`config.mk`:
```
export PLATFORM = sky130hd
export DESIGN_NAME = sha1_step_seq
export DESIGN_NICKNAME = d
export VERILOG_FILES = /design/src/rtl/sha1_step_seq.sv
export SDC_FILE = /design/constraint.sdc
export NUM_CORES = 1
export LEC_CHECK = 0
export CORE_MARGIN = 5
export CORE_UTILIZATION = 25
export DETAILED_ROUTE_END_ITERATION = 16
export PLACE_DENSITY = 0.6
export SLEW_MARGIN = 25
export SYNTH_ARGS = -nofsm -noshare
export SYNTH_HDL_FRONTEND = slang
export SYNTH_SLANG_ARGS = --single-unit
export TNS_END_PERCENT = 30
```
`constraint.sdc`:
```
create_clock -name clk -period 2.04 [get_ports clk]
set_clock_uncertainty 0.1 [all_clocks]
set_input_delay 0.408 -clock clk [delete_from_list [all_inputs] [get_ports clk]]
set_output_delay 0.408 -clock clk [all_outputs]
set_load 0.01 [all_outputs]
```
`src/rtl/sha1_step_seq.sv`:
```
// Step sequencer: on start, walks STEPS address steps from a latched base, then pulses done_o.
// Define SHA1_STEP_SEQ_STALL_EN to gate each RUN advance on ready_i.
module sha1_step_seq #(
  parameter int STEPS       = 5,
  parameter int ADDR_STRIDE = 4,
  parameter int CNT_W       = 8
) (
  input  logic             clk,
  input  logic             rst,
  input  logic             start_i,
  input  logic             abort_i,
  input  logic             ready_i,
  input  logic [31:0]      sha1_para_i,
  input  logic [31:0]      sha1_addr_i,
  output logic             busy_o,
  output logic             done_o,
  output logic             err_o,
  output logic [CNT_W-1:0] step_o,
  output logic [31:0]      sha1_para_o,
  output logic [31:0]      sha1_addr_o
);

  typedef enum logic [1:0] {IDLE, RUN, DONE} state_t;

  localparam logic [CNT_W-1:0] LAST_STEP = CNT_W'(STEPS - 1);
  localparam logic [31:0]      STRIDE    = 32'(ADDR_STRIDE);

  state_t           r_state, w_state_next;
  logic [CNT_W-1:0] r_step, w_step_next;
  logic [31:0]      r_para, w_para_next;
  logic [31:0]      r_addr, w_addr_next;
  logic             r_err, w_err_next;
  logic             w_advance;

`ifdef SHA1_STEP_SEQ_STALL_EN
  assign w_advance = (r_state == RUN) && ready_i;
`else
  // ready_i is deliberately a don't-care here; the OR keeps it connected.
  assign w_advance = (r_state == RUN) && (ready_i || 1'b1);
`endif

  always_comb begin
    w_state_next = r_state;
    w_step_next  = r_step;
    w_para_next  = r_para;
    w_addr_next  = r_addr;
    w_err_next   = 1'b0;
    case (r_state)
      IDLE, DONE: begin
        if (start_i) begin
          w_state_next = RUN;
          w_step_next  = '0;
          w_para_next  = sha1_para_i;
          w_addr_next  = sha1_addr_i;
        end else if (r_state == DONE) begin
          w_state_next = IDLE;
        end
      end
      RUN: begin
        if (abort_i) begin
          w_state_next = IDLE;
          w_step_next  = '0;
          w_para_next  = '0;
          w_addr_next  = '0;
        end else begin
          w_err_next = start_i;
          if (w_advance) begin
            w_step_next = r_step + CNT_W'(1);
            w_addr_next = r_addr + STRIDE;
            if (r_step == LAST_STEP) begin
              w_state_next = DONE;
            end
          end
        end
      end
      default: begin
        w_state_next = IDLE;
      end
    endcase
  end

  always_ff @(posedge clk) begin
    if (rst) begin
      r_state <= IDLE;
      r_step  <= '0;
      r_para  <= '0;
      r_addr  <= '0;
      r_err   <= 1'b0;
    end else begin
      r_state <= w_state_next;
      r_step  <= w_step_next;
      r_para  <= w_para_next;
      r_addr  <= w_addr_next;
      r_err   <= w_err_next;
    end
  end

  assign busy_o      = (r_state == RUN);
  assign done_o      = (r_state == DONE);
  assign err_o       = r_err;
  assign step_o      = r_step;
  assign sha1_para_o = r_para;
  assign sha1_addr_o = r_addr;

endmodule

```
== After elaboration in Yosys (flattened, before gate mapping) ==
Index checks and enable logic that the tools add are counted.
Operators by class
  add/sub/neg operators: 2
  eq/ne operators: 7
  multiplexer cells: 14
  bitwise logic cells: 1
  reductions and logical operators: 7
Operators with widths (number)
  $mux W32: 4
  $pmux W32 S2: 2
  $add A32 B3 Y32 const B: 1
  $mux W8: 2
  $pmux W8 S2: 1
  $add A8 B1 Y8 const B: 1
  $eq A8 B3 Y1 const B: 1
  $mux W2: 4
  $ne A2 B2 Y1 const B: 2
  $pmux W2 S2: 1
  $reduce_and A2 Y1: 2
  $ne A3 B2 Y1 const B: 1
  $ne A3 B3 Y1 const B: 1
  $reduce_and A3 Y1: 1
  $reduce_or A3 Y1: 1
  $eq A2 B1 Y1 const B: 1
  $eq A2 B2 Y1 const B: 1
  $logic_not A2 Y1: 1
  $reduce_bool A2 Y1: 1
  $reduce_or A2 Y1: 1
  $not A1 Y1: 1
Storage, ports and cells
  flip-flop bits (word level): 75
  output and inout bits: 75

== Depth between registers and ports, before layout ==
Gate-level depths: netlist (run 1).
  depth after elaboration: 4
  depth in mapped cells: 7

== Worst setup path after synthesis (run 1) ==
No wires, ideal clock.
  path kind: register to register
  start point: reg r_addr[2] (netlist: sha1_addr_o[2])
  end point: reg r_addr[28] (netlist: sha1_addr_o[28])
  arrival: 1.677 ns
  slack: 0.142 ns
  cell stages (with the launch flop): 7
  path buffers: 0
  cell sequence: dfxtp_1 ha_1 and4_1 nand4_1 nor3_1 mux2i_1 a221o_1
Between the ends
  word-level cells in the longest chain between the ends: 3
Ends and longest elaborated chain
  from (decl): line 31  | logic [31:0] r_addr, w_addr_next;
  from (signal assigned): line 93  | r_addr <= w_addr_next;
  $add A32 B3 Y32: line 69  | w_addr_next = r_addr + STRIDE;
  $mux W32: line 60  | if (abort_i) begin
  $pmux W32 S2: line 48  | case (r_state)
Every way passes these cells.
A chain may end at the register's enable or synchronous reset.

== Worst setup path after layout (run 1) ==
  start point: reg r_addr[22] (netlist: sha1_addr_o[22])
  end point: out sha1_addr_o[22]
RTL lines
  to (decl): line 20  | output logic [31:0] sha1_addr_o
No word-level cell between the ends.

==> results of run 1 <==
-- through the flow --
stage / instance area [µm²] / total power, mW / std cells
3_3_place_gp: 5321 / 2.400 / 719
3_5_place_dp: 5321 / 2.414 / 719
2_1_floorplan: 3366 / 1.928 / 375
4_1_cts: 5640 / 4.156 / 735
5_1_grt: 5650 / 4.265 / 735
6_report: 5650 / 4.095 / 735
-- placed cells by master (no fill, tap or decap), types with 6 or more instances in the layout --
cell	synthesis	routed
xnor2_1	8	8
a22oi_1	9	9
nand2_1	24	24
nand2b_1	6	6
a21oi_1	23	23
buf_4	0	50
inv_1	9	9
xor2_1	6	6
dfxtp_1	75	74
clkdlybuf4s50_1	0	141
nor3_1	15	15
nor2_1	26	25
o22ai_1	8	8
o21ai_0	16	16
nor4_1	7	6
and4_1	7	7
clkbuf_16	0	9
nand4_1	9	9
a22o_1	35	35
nand3_1	14	14
-- path summary, 6_finish.rpt --
path	end	slack [ns]	depth (start not counted)	startpoint
worst max register to register	sha1_addr_o[30]	0.15	6	sha1_addr_o[2]
worst min register to register	sha1_para_o[7]	0.38	1	sha1_para_o[7]
worst max-delay path	sha1_addr_o[22]	0.11	1	sha1_addr_o[22]
worst min-delay path	sha1_para_o[7]	0.38	1	sha1_para_o[7]
-- synth_stat cells (8+ instances only) --
master	instances	area share
dfxtp_1	75	0.45
a22o_1	35	0.091
nor2_1	26	0.029
nand2_1	24	0.027
a21oi_1	23	0.034
clkbuf_1	17	0.019
o21ai_0	16	0.024
nor3_1	15	0.022
nand3_1	14	0.021
a22oi_1	9	0.020
buf_2	9	0.013
inv_1	9	0.010
nand4_1	9	0.017
o22ai_1	8	0.015
xnor2_1	8	0.021
-- flip-flops by register name (all words and copies together) (netlist names) --
signal	count
sha1_addr_o	32
step_o	8
r_state	2
sha1_para_o	32
err_o	1
-- area by class of cell --
type | count | share of cell area
Sequential cell | 75 | 0.2659
Tap cell | 176 | 0.03897
Clock buffer | 10 | 0.04052
Timing Repair Buffer | 194 | 0.3255
Clock inverter | 6 | 0.01594
Inverter | 9 | 0.005979
Multi-Input combinational cell | 265 | 0.3071
-- what timing repair did --
action	in CTS	in global routing
endpoints found under the setup margin	0	2
endpoints found under the hold margin	0	0
resized for setup	0	3
-- per-layer routing --
| layer | part of all wire | GRT usage |
|---|---|---|
| met1 | 0.42 | 0.1910 |
| met2 | 0.48 | 0.2476 |
| met3 | 0.067 | 0.04022 |
| met4 | 0.024 | 0.06309 |
| met5 | 0 | 0 |
-- power breakdown --
part	total (mW)	internal (mW)	switching, mW
Combinational	0.759	0.439	0.320
Sequential	1.62	1.55	0.0674
Clock	1.72	1.07	0.643
Total	4.09	3.06	1.03
-- kinds of logic (layout without fill, tap and decap cells) --
group	Yosys count	count (layout)	synth area share
mux	5	5	0.01487
buf+inv	35	219	0.04238
flops	75	75	0.4461
compound gates	119	119	0.2528
fa+ha+maj	3	3	0.01115
simple gates	124	124	0.1963
xor+xnor	14	14	0.03643
==> results.ini, run 1 <==
[status]
status = finished clean

[layout]
num-fill-cells = 1327
seqCellArea_um2 = 1503
final_util = 0.4267
syn_to_final_growth_pct = 67.88
nets = 626
multi_input_area_um2 = 1735
n_antenna_cell = 0
drive_gt1_frac = 0.1324

[timing]
slew_violations = 0
holdWs_ns = 0.3802
slew_headroom = 0.6969
period_needed_ns = 1.930
rsz0062_at_grt = false
finalCritPeriodShare = 0.9461
worst_slack_ns = 0.1101
tns_ns = 0
finalHoldViolCount = 0
fmax_mhz = 518.1
setup-violations-final = 0
tightest_slew_ns = 0.4530

[synthesis]
syn_avg_cell_area_um2 = 8.975
ys.flop_type = dfxtp_1
yosysWarnings = 0
synth_edf_count = 0
synthArstFlopShare = 0
netlist_instances = 375
syn_area_um2 = 3366
synth_fp_nets = 447
yosysUniqueCellTypes = 46
ys_ff_latch = 75
synth.yosys.seq_area_share = 0.4461

[detailed_routing]
num_vias = 3629
drtPass1Iterations = 5
wl_um = 12310
post_drt_wl_per_cell_um = 16.75
drcViolationCount = 0
ant_nets = 0
via_per_inst = 4.937
drt_iter0_markers = 283

[setup_path]
critPathTopFamily = buffers and inverters
cp_data_required_time_ns = 1.53
slowest_stage = clkdlybuf4s50_1
path_buf_inv = 1
critPathMaxFanout = 9
crit_type = flop to output pin
cp-start-kind = flop
crit_path_cell_trace = clkdlybuf4s50_1
arrival_ns = 1.42
cpPeakStageDelay_ns = 0.60
cp-end-kind = output pin

[die]
pin_count = 144
die-area_um2 = 15880
initial_core_util = 0.2542
core_area_um2 = 13240
fp.dieH_um = 126.0
fp-row-count = 42
die_w_um = 126.0

[global_routing]
grt_pass1_vias = 3614
grt_max_degree = 35
grt.total_usage = 0.1521
overflow = 0
grt_pass1_wl_um = 19430
antenna_found_initial = 0

[clock_network]
postCtsSetupBuffers = 0
clk_pin_slew_ns = 0.06
clk_latency_ns = 0.33
h-tree-depth = 3
max-clock-path-buffers = 2
clock-sinks = 75
hold_buffers = 0
tritoncts = yes
cts_root_buf = clkbuf_16
cts-buffers-inserted = 9

[placement]
dp_hpwl_um = 9468
gp_congestion = 0.8379
pre_cts_ws_ns = -0.2021
port_buffers = 142

[worst_hold_path]
hp-class = flop to flop

[power]
ir_drop_uv = 344.2
power_density_nw_per_um2 = 724.7
p_leak_nw = 2.112

[flow_run]
max_cap_violations = 0

No activity file was read; power rests on OpenSTA's default activity.
==> run 2, diff against run 1 <==
MAX_ROUTING_LAYER = met4   (was unset)
==> run 2 against run 1 <==
  * Wire length rose by 0.51%
  * Highest routed layer unchanged
  * Setup slack worse by 0.0042 ns
  * Final cell count unchanged
  * Register-to-register slack is essentially flat
  * Final area is the same
  * Power about the same
==> results.ini, run 2 (same netlist as run 1, synthesis figures left out) <==
[clock_network]
hold_buffers = 0  ; unchanged
postCtsSetupBuffers = 0  ; unchanged
clock-sinks = 75  ; unchanged
cts-buffers-inserted = 9  ; unchanged
max-clock-path-buffers = 2  ; unchanged
cts_root_buf = clkbuf_16  ; unchanged
clk_pin_slew_ns = 0.06  ; about the same
tritoncts = yes  ; unchanged
clk_latency_ns = 0.34  ; was 0.33 ns
h-tree-depth = 3  ; unchanged

[power]
p_int_mw = 3.065  ; about the same
power_density_nw_per_um2 = 725.1  ; was 724.7 nW/µm²
p_leak_nw = 2.112  ; unchanged
p_total_mw = 4.097  ; was 4.095 mW
p_sw_mw = 1.032  ; was 1.030 mW
seq_power_share = 0.395  ; was 0.396
p_sw_frac = 0.2519  ; was 0.2515
ir_drop_uv = 344.1  ; was 344.2 µV
clkPwrFrac = 0.419  ; about the same
power_frac_comb = 0.185  ; about the same

[setup_path]
cp_data_required_time_ns = 1.53  ; about the same
r2r-end = sha1_addr_o[30]  ; unchanged
r2r_cells = 6  ; unchanged
critPathLaunch = sha1_addr_o[22]  ; unchanged
cp-end-kind = output pin  ; unchanged
arrival_ns = 1.43  ; was 1.42 ns
r2r-start = sha1_addr_o[2]  ; unchanged
critPathTopFamily = buffers and inverters  ; unchanged
crit_path_cell_trace = clkdlybuf4s50_1  ; unchanged
r2r_slack_ns = 0.16  ; was 0.15 ns
crit_type = flop to output pin  ; unchanged
cp-start-kind = flop  ; unchanged
critPathMaxFanout = 9  ; unchanged
path_buf_inv = 1  ; unchanged
slowest_stage = clkdlybuf4s50_1  ; unchanged
cpPeakStageDelay_ns = 0.60  ; about the same

[status]
status = finished clean  ; unchanged

[layout]
final_cells = 735  ; unchanged
syn_to_final_growth_pct = 67.88  ; unchanged
drive_gt1_frac = 0.1324  ; unchanged
num-fill-cells = 1327  ; unchanged
final_cell_mix = 141 x clkdlybuf4s50_1, 74 x dfxtp_1, 50 x buf_4, 35 x a22o_1, 25 x nor2_1  ; unchanged
n_antenna_cell = 0  ; unchanged
final_common_cell = clkdlybuf4s50_1  ; unchanged
nets = 626  ; unchanged

[timing]
rsz0062_at_grt = false  ; unchanged
tightest_slew_ns = 0.4454  ; was 0.4530 ns
slew_violations = 0  ; unchanged
finalHoldViolCount = 0  ; unchanged
slew_headroom = 0.7020  ; was 0.6969
tns_ns = 0  ; unchanged
period_needed_ns = 1.934  ; was 1.930 ns
finalCritPeriodShare = 0.9481  ; was 0.9461
holdWs_ns = 0.3770  ; was 0.3802 ns
worst_slack_ns = 0.1058  ; was 0.1101 ns
fmax_mhz = 517.0  ; was 518.1 MHz
setup-violations-final = 0  ; unchanged

[global_routing]
grt.total_usage = 0.1563  ; was 0.1521
grt_pass1_vias = 3613  ; was 3614
grt_pass1_wl_um = 19400  ; was 19430 µm
antenna_found_initial = 0  ; unchanged
grt_max_degree = 35  ; unchanged
overflow = 0  ; unchanged

[worst_hold_path]
hp-class = flop to flop  ; unchanged
min_to = sha1_para_o[7]  ; unchanged
min_from = sha1_para_o[7]  ; unchanged
holdPathStages = 1  ; unchanged

[placement]
dp_hpwl_um = 9468  ; unchanged
port_buffers = 142  ; unchanged
pre_cts_ws_ns = -0.2021  ; unchanged
place_inst = 719  ; unchanged
gp_congestion = 0.8508  ; was 0.8379

[detailed_routing]
drcViolationCount = 0  ; unchanged
drt_iter0_markers = 253  ; was 283
wl_um = 12370  ; was 12310 µm
num_vias = 3647  ; was 3629
via_per_inst = 4.962  ; was 4.937
ant_nets = 0  ; unchanged
drtPass1Iterations = 5  ; unchanged
post_drt_wl_per_cell_um = 16.83  ; was 16.75 µm

[die]
die-area_um2 = 15880  ; unchanged
initial_core_util = 0.2542  ; unchanged
fp.dieH_um = 126.0  ; unchanged
core_area_um2 = 13240  ; unchanged
fp-row-count = 42  ; unchanged
pin_count = 144  ; unchanged
die_w_um = 126.0  ; unchanged

[flow_run]
max_cap_violations = 0  ; unchanged

run 2: worst max-delay path by stage:
stage                            endpoint  slack (ns)  depth (start not counted)
after floorplan           sha1_addr_o[28]        0.14                          6
after global placement    sha1_addr_o[24]       -0.20                          6
after detailed placement  sha1_addr_o[28]       -0.20                          8
after CTS                          busy_o       0.003                          3
after global routing      sha1_addr_o[30]        0.02                          6
final                     sha1_addr_o[22]        0.11                          1
run 2: timing repair:
item / in CTS / in global routing
endpoints found under the hold margin: 0 / 0
setup endpoints to repair: 0 / 2
resized for setup: 0 / 3
run 2: final cells by class:
cell class	count	area (µm²)	area share
Timing Repair Buffer	194	1839	0.3255
Multi-Input combinational cell	265	1735	0.3071
Tap cell	176	220.2	0.03897
Inverter	9	33.78	0.005979
Clock buffer	10	229.0	0.04052
Clock inverter	6	90.09	0.01594
Sequential cell	75	1503	0.2659
run 2: layer usage:
metal | vias up | wire length [µm] | track usage
met5 | - | 0 | -
met4 | 0 | 314 | 0.06183
met3 | 25 | 727 | 0.03641
met2 | 124 | 6007 | 0.2482
met1 | 1734 | 5322 | 0.1925
li1 | 1764 | - | -
run 2: through the flow:
stage          area [µm²]  utilization
2_1_floorplan        3366            -
3_5_place_dp         5321       0.4018
4_1_cts              5640       0.4259
5_1_grt              5650       0.4267
6_report             5650       0.4267
3_3_place_gp         5321       0.4018
run 2: power by group through the flow:
| stage | clock [mW] | combinational [mW] | sequential [mW] |
|---|---|---|---|
| after floorplan | 0 | 0.235 | 1.69 |
| after global placement | 0 | 0.753 | 1.65 |
| after detailed placement | 0 | 0.764 | 1.65 |
| after CTS | 1.77 | 0.767 | 1.62 |
| after global routing | 1.81 | 0.817 | 1.63 |
| final | 1.72 | 0.759 | 1.62 |
